$ cat src/rtl/retospect_pkg.sv
// retospect_pkg: shared FSM encoding and config-chain geometry for the retospect sequencer
package retospect_pkg;
  localparam int CLOCKBOX_BITS = 48;
  localparam int CELL_BITS = 19;
  localparam int N_CELLS = 25;
  localparam int CHAIN_LEN_DEF = CLOCKBOX_BITS + N_CELLS * CELL_BITS;
  typedef enum logic [2:0] {IDLE, LOAD, SHIFT, ARM, FIN} state_e;
endpackage

$ cat src/rtl/retospect_cfg_sequencer.sv
// retospect_cfg_sequencer: streams host bytes LSB-first into the config chain, then pulses reset_nn and done
module retospect_cfg_sequencer
  import retospect_pkg::*;
#(
  parameter int CHAIN_LEN = CHAIN_LEN_DEF,
  parameter int CNT_W = 10
) (
  input  logic       clk,
  input  logic       reset,
  input  logic       start,
  input  logic       abort,
  input  logic       byte_valid,
  input  logic [7:0] byte_data,
  output logic       byte_ready,
  input  logic       bs_ret,
  output logic       config_en,
  output logic       bs_in,
  output logic       reset_nn,
  output logic       busy,
  output logic       done,
  output logic       ret_parity
);
  state_e state_q, state_d;
  logic [CNT_W-1:0] bit_cnt_q, bit_cnt_d;
  logic [2:0] bib_q, bib_d;
  logic [7:0] sreg_q, sreg_d;
  logic par_q, par_d;
  logic last_bit;
  assign last_bit = bit_cnt_q == CNT_W'(CHAIN_LEN - 1);
  always_ff @(posedge clk or posedge reset)
    if (reset) state_q <= IDLE;
    else state_q <= state_d;
  // abort outranks both the byte handshake and the end-of-chain exit
  always_comb begin
    state_d = state_q;
    case (state_q)
      IDLE:    state_d = start ? LOAD : IDLE;
      LOAD:    state_d = abort ? IDLE : byte_valid ? SHIFT : LOAD;
      SHIFT:   state_d = abort ? IDLE : last_bit ? ARM : (&bib_q) ? LOAD : SHIFT;
      ARM:     state_d = FIN;
      FIN:     state_d = IDLE;
      default: state_d = IDLE;
    endcase
  end
  always_comb begin
    byte_ready = state_q == LOAD;
    config_en = state_q == SHIFT;
    bs_in = config_en & sreg_q[0];
    reset_nn = state_q == ARM;
    done = state_q == FIN;
    busy = state_q != IDLE;
  end
  assign ret_parity = par_q;
  always_comb begin
    bit_cnt_d = bit_cnt_q;
    bib_d = bib_q;
    sreg_d = sreg_q;
    par_d = par_q;
    if (state_q == IDLE && start) begin
      bit_cnt_d = '0;
      bib_d = '0;
      par_d = 1'b0;
    end else if (state_q == LOAD && byte_valid) begin
      sreg_d = byte_data;
    end else if (state_q == SHIFT) begin
      sreg_d = sreg_q >> 1;
      bit_cnt_d = bit_cnt_q + 1'b1;
      bib_d = bib_q + 1'b1;
      par_d = par_q ^ bs_ret;
    end
  end
  always_ff @(posedge clk or posedge reset)
    if (reset) begin
      bit_cnt_q <= '0;
      bib_q <= '0;
      sreg_q <= '0;
      par_q <= 1'b0;
    end else begin
      bit_cnt_q <= bit_cnt_d;
      bib_q <= bib_d;
      sreg_q <= sreg_d;
      par_q <= par_d;
    end
endmodule

$ cat config.mk
export PLATFORM = sky130hd
export DESIGN_NAME = retospect_cfg_sequencer
export DESIGN_NICKNAME = d
export VERILOG_FILES = /design/src/rtl/retospect_pkg.sv /design/src/rtl/retospect_cfg_sequencer.sv
export SDC_FILE = /design/constraint.sdc
export NUM_CORES = 1
export LEC_CHECK = 0
export BUFFER_PORTS_ARGS = -buffer_cell sky130_fd_sc_hd__buf_2
export CORE_MARGIN = 1.5
export CORE_UTILIZATION = 55
export DETAILED_ROUTE_END_ITERATION = 7
export GPL_ROUTABILITY_DRIVEN = 0
export GPL_TIMING_DRIVEN = 0
export MAX_ROUTING_LAYER = met4
export PLACE_DENSITY = 0.78
export SETUP_SLACK_MARGIN = 0.15
export SLEW_MARGIN = 20
export SYNTH_ARGS = -nofsm -noshare
export SYNTH_HDL_FRONTEND = slang
export SYNTH_SLANG_ARGS = --single-unit
$ cat constraint.sdc
create_clock -name clk -period 1.88 [get_ports clk]
set_input_delay 0.094 -clock clk [delete_from_list [all_inputs] [get_ports clk]]
set_output_delay 0.094 -clock clk [all_outputs]
set_load 0.02 [all_outputs]
# After elaboration in Yosys (flattened, before gate mapping)
# Cells that the tools add are included.
# W data, S select, Z words.
dict set report totals {
  elab_cells 43
  n_memories 0
  latchBits 0
  ram_bits 0
  inputBits 14
  out_inout_bits 7
  mem_bits_ro 0
  ff_bits 25
}
dict set report classes {
  n_eq_ne 6
  n_lt_le_gt_ge 0
  add_sub_neg 2
  n_div 0
  muxes 18
  n_bitwise 3
  reduce_logical 9
  multipliers 0
  n_shift 0
}
# cell n
set ops {}
lappend ops {{$mux W10} 3}
lappend ops {{$mux W8} 2}
lappend ops {{$pmux W3 S4} 1}
lappend ops {{$add A10 B1 Y10 const B} 1}
lappend ops {{$eq A10 B10 Y1 const B} 1}
lappend ops {{$mux W2} 5}
lappend ops {{$mux W3} 3}
lappend ops {{$eq A3 B2 Y1 const B} 2}
lappend ops {{$mux W1} 4}
lappend ops {{$reduce_and A2 Y1} 2}
lappend ops {{$reduce_bool A2 Y1} 2}
lappend ops {{$add A3 B1 Y3 const B} 1}
lappend ops {{$eq A3 B1 Y1 const B} 1}
lappend ops {{$eq A3 B3 Y1 const B} 1}
lappend ops {{$logic_not A3 Y1} 1}
lappend ops {{$reduce_and A3 Y1} 1}
lappend ops {{$reduce_bool A3 Y1} 1}
lappend ops {{$logic_and A1 B1 Y1} 2}
lappend ops {{$ne A2 B2 Y1 const B} 1}
lappend ops {{$and A1 B1 Y1} 1}
lappend ops {{$not A1 Y1} 1}
lappend ops {{$xor A1 B1 Y1} 1}

# Logic depth before layout (Yosys ltp)
dict set report depth {
  ltp_word 5
  depth_mapped 6
  depth_no_buf 4
}

# Worst setup path before layout
# OpenSTA, ideal clock, no wires.
dict set report synth_timing {
  kind {flip-flop to flip-flop}
  startpoint {reg state_q[2]}
  endpoint {reg bit_cnt_q[5]}
  arrival_ps 1493
  path_buffers 1
  synth_period_minus_slack_ps 1571
  setup_ps 78
  t_required_ps 1802
  stages_incl_launch_ff 5
  setup_slack_ps 309
  cell_sequence {dfrtp_1 -> or3b_1 -> buf_6 -> or4_1 -> a21oi_1}
}
dict set report synth_via {
  elab_chain_len 4
  elab_cells_between_ends 9
  cone_classes {eq/ne (3); mux (1); reduce/logical (5)}
}
# element line_no
set synth_lines {}
lappend synth_lines {{start: declaration} retospect_cfg_sequencer.sv:23} ;# state_e state_q, state_d;
lappend synth_lines {{start signal: assignment} retospect_cfg_sequencer.sv:32} ;# else state_q <= state_d;
lappend synth_lines {{$eq A3 B1 Y1 / $logic_not A3 Y1 (equally long branches)} {retospect_cfg_sequencer.sv:63, retospect_cfg_sequencer.sv:59}}
lappend synth_lines {{$logic_and A1 B1 Y1 (on tied branches)} {retospect_cfg_sequencer.sv:63, retospect_cfg_sequencer.sv:59}}
lappend synth_lines {{$ne A2 B2 Y1 (no line) / $reduce_bool A2 Y1 (equally long branches)} --}
lappend synth_lines {{$reduce_and A2 Y1 (no line)} --}
lappend synth_lines {{end signal: assignment} retospect_cfg_sequencer.sv:79} ;# bit_cnt_q <= bit_cnt_d;
lappend synth_lines {{end: declaration} retospect_cfg_sequencer.sv:24} ;# logic [CNT_W-1:0] bit_cnt_q, bit_cnt_d;
# Parallel ways exist; a longest one is shown, timed or not.
# A chain may end at the register's enable or synchronous reset.

# Final worst setup path
# Ends and elaborated chain as after synthesis.

==> impl_results.md <==
* Status: finished, final reports clean
* Via count at 1108
* Routed length per instance at 13.20 µm
* Crit. End Element: register
* Metal-1 WL at 1.219 mm
* Number of vias per cell at roughly 5.4
* Final HPWL DP at roughly 1.9 mm
* Gr ovfl total at 0
* Die ar. at 0.002751 mm²
* YS warnings at 0
* CTS root buf: clkbuf_4
* DRC viols at 0
* DIE HEIGHT at 52.45 µm
* CTS tree: done
* Antenna violations before repair at 0
* Hold Slack at approximately 170 ps
* Crit start category: register
* Final period util at 0.9052
* Largest net degree at the start of global routing at 26
* RSZ-0062 raised after global routing: yes
* Reg clk slew, reported paths at 130 ps
* H-Tree Depth at 1
* Max Buffers Root-to-Sink at 2
* Post-synth EDFFs at 0
* Total power at 1401 µW
* Crit path DAT at 1950 ps
* Vias in the first global route at ~1100
* Synth async-reset ratio at 1.000
* Core ar. at 0.002255 mm²
* Maximum clock rate at 587.6 MHz
* First-pass GRT wire length at 4.740 mm
* Leakage power at between 0.0008 and 0.0009 µW
* Layout cells sized above 1 at 0.2034
* Detail Route met3 WL at 92 µm
* Peak supply drop at between 600 and 700 µV
* Fin crit period at ~1700 ps
* P per Cell Area at between 800 and 900 mW/mm²
* Seq cells post-synth at 25
* Synthesized area per cell at 9.539 µm²
* Placed Area at between 0.001 and 0.0015 mm²
* Final setup violation count at 0
* Wire length on met2 at 1.377 mm
* Setup TNS at 0 ps
* Share of the yosys chip area belonging to registers at 0.4651
* CP Class: register to register
* Worst path required time at between 2000 and 2500 ps
* Ports at 21
* Row count at 17
* Max-Cap Viols at 0
* Max layer used: met4
* Syn Inst Count at 141
* Crit path max fanout at 5
* Clock skew at 2.832 ps
* Total track usage at 0.2409
* Nets@finish at between 150 and 200
* # port buffers at 20
* # fillers at between 150 and 200
* Initial Util at 0.5966
* CTS Buf Count at 3
* WL final at 2.707 mm
* Synth-to-layout area growth at 23.81%
* Synth unique cells at 34
* Fin. max-slew vios at 0
* Post-Syn Nets at between 150 and 200
* Netlist Area Pre-Place at 0.001345 mm²
* Final Instance Area at 0.001665 mm²
* Ys flop type: dfrtp_1
* Die X-Extent at 52.45 µm
* Post-route ant nets at 0
* Final Hold Viols at 0
* TritonCTS Sinks at 25
* Diode count at 0
* Slew @ Worst Pin at 931.5 ps
* Relative slew slack at 0.3783
* DRT iter0 DRCs at 16
* Clock insertion delay at the later pin of the skew report at a little over 300 ps
* HP Class: input port to register
* First-pass detailed-route iteration total at 4
==> state kept, by name, indices dropped and copies added, names as in the netlist <==
register,flops
sreg_q,8
state_q,3
bit_cnt_q,10
ret_parity,1
bib_q,3
==> layout make-up <==
cell class	instances	area (µm²)	share of cell area
multi-input cells	101	670.6	0.4027
plain buffers	9	56.30	0.03381
inverters	6	30.03	0.01803
well taps	28	35.03	0.02104
repair buffers	32	221.5	0.1330
flip-flops and latches	25	625.6	0.3757
clock buffers	4	26.28	0.01578
==> kinds of logic (layout without fill, tap and decap cells) <==
family / after synthesis / after routing / synth area share
adders and majority gates: 4 / 4 / 0.03721
AOI/OAI and AO/OA: 20 / 20 / 0.08559
muxes: 13 / 13 / 0.09674
xor gates and xnor gates: 3 / 3 / 0.01954
DFF: 25 / 25 / 0.4651
and+or+nand+nor: 61 / 61 / 0.2474
buffers and inverters: 15 / 51 / 0.04837
==> cells in the final DEF, fill, tap and decap left out, drive strengths merged, types with 4 or more instances in the layout <==
| master | synthesis | routed |
|---|---|---|
| nand2 | 23 | 23 |
| nand3 | 4 | 4 |
| dlygate4sd3 | 0 | 10 |
| mux2i | 13 | 13 |
| buf | 2 | 25 |
| clkbuf | 7 | 10 |
| inv | 6 | 6 |
| a21oi | 4 | 4 |
| dfrtp | 25 | 25 |
| o21ai | 10 | 10 |
| nor2 | 6 | 6 |
| ha | 4 | 4 |
==> repair_timing <==
| item | in CTS | in global routing |
|---|---|---|
| endpoints found under the hold margin | 34 | 0 |
| setup buffers | 0 | 2 |
| endpoints found under the setup margin | 2 | 16 |
| cloned | 0 | 0 |
| gates resized for setup | 3 | 17 |
| hold buffers | 10 | 0 |
| pin swaps | 0 | 1 |
==> final timing paths <==
| path | end | slack, ps | cells past startpoint | from |
|---|---|---|---|---|
| min reg2reg | sreg_q[7]$_DFFE_PP0P_ | 530 | 2 | sreg_q[7]$_DFFE_PP0P_ |
| max | bit_cnt_q[5]$_DFFE_PP0P_ | 180 | 4 | state_q[2]$_DFF_PP0_ |
| max reg2reg | bit_cnt_q[5]$_DFFE_PP0P_ | 180 | 4 | state_q[2]$_DFF_PP0_ |
| min in group asynchronous | sreg_q[1]$_DFFE_PP0P_ | 530 | 3 | reset |
| max in group asynchronous | bit_cnt_q[3]$_DFFE_PP0P_ | 790 | 3 | reset |
| min | state_q[0]$_DFF_PP0_ | 170 | 4 | byte_valid |
==> Yosys cell counts (3+ instances only) <==
library cell	number	area, µm²
a21oi_1	4	20.02
nor4bb_1	3	30.03
mux2i_1	13	130.1
nand3_1	4	20.02
xnor2_1	3	26.28
nor3b_1	3	22.52
clkbuf_1	7	26.28
nor2_1	6	22.52
nand4_1	3	18.77
and2_1	3	18.77
nand2b_1	3	18.77
nand2_1	23	86.33
o21ai_0	8	40.04
nor3_1	3	15.01
dfrtp_1	25	625.6
ha_1	4	50.05
inv_1	5	18.77
==> metrics by stage <==
stage / setup slack, ps / instances / util
floorplan: 309.3 / 141 / -
global placement: 169.9 / 189 / 0.6565
detailed placement: 152.5 / 189 / 0.6565
CTS: 119.9 / 203 / 0.7153
global route: 117.1 / 205 / 0.7386
finish: 178.2 / 205 / 0.7386
==> worst max-delay path, stage by stage, from the launching register on <==
cell and delay (ps):
dfrtp_1 420, or3b_4 410, buf_8 140, or4_1 510
a21oi_1 150
==> power breakdown <==
part | switching [µW] | total [µW] | internal, µW
Sequential | 80.4 | 734 | 653
Clock | 154 | 237 | 82.9
Combinational | 232 | 430 | 198
==> per-layer routing <==
layer | GRT usage | vias to the layer above
met4 | 0.09829 | 0
li1 | - | 571
met3 | 0.04571 | 2
met1 | 0.2807 | 510
met5 | - | -
met2 | 0.4083 | 25
Note: power is estimated with default switching activity, not from simulation.
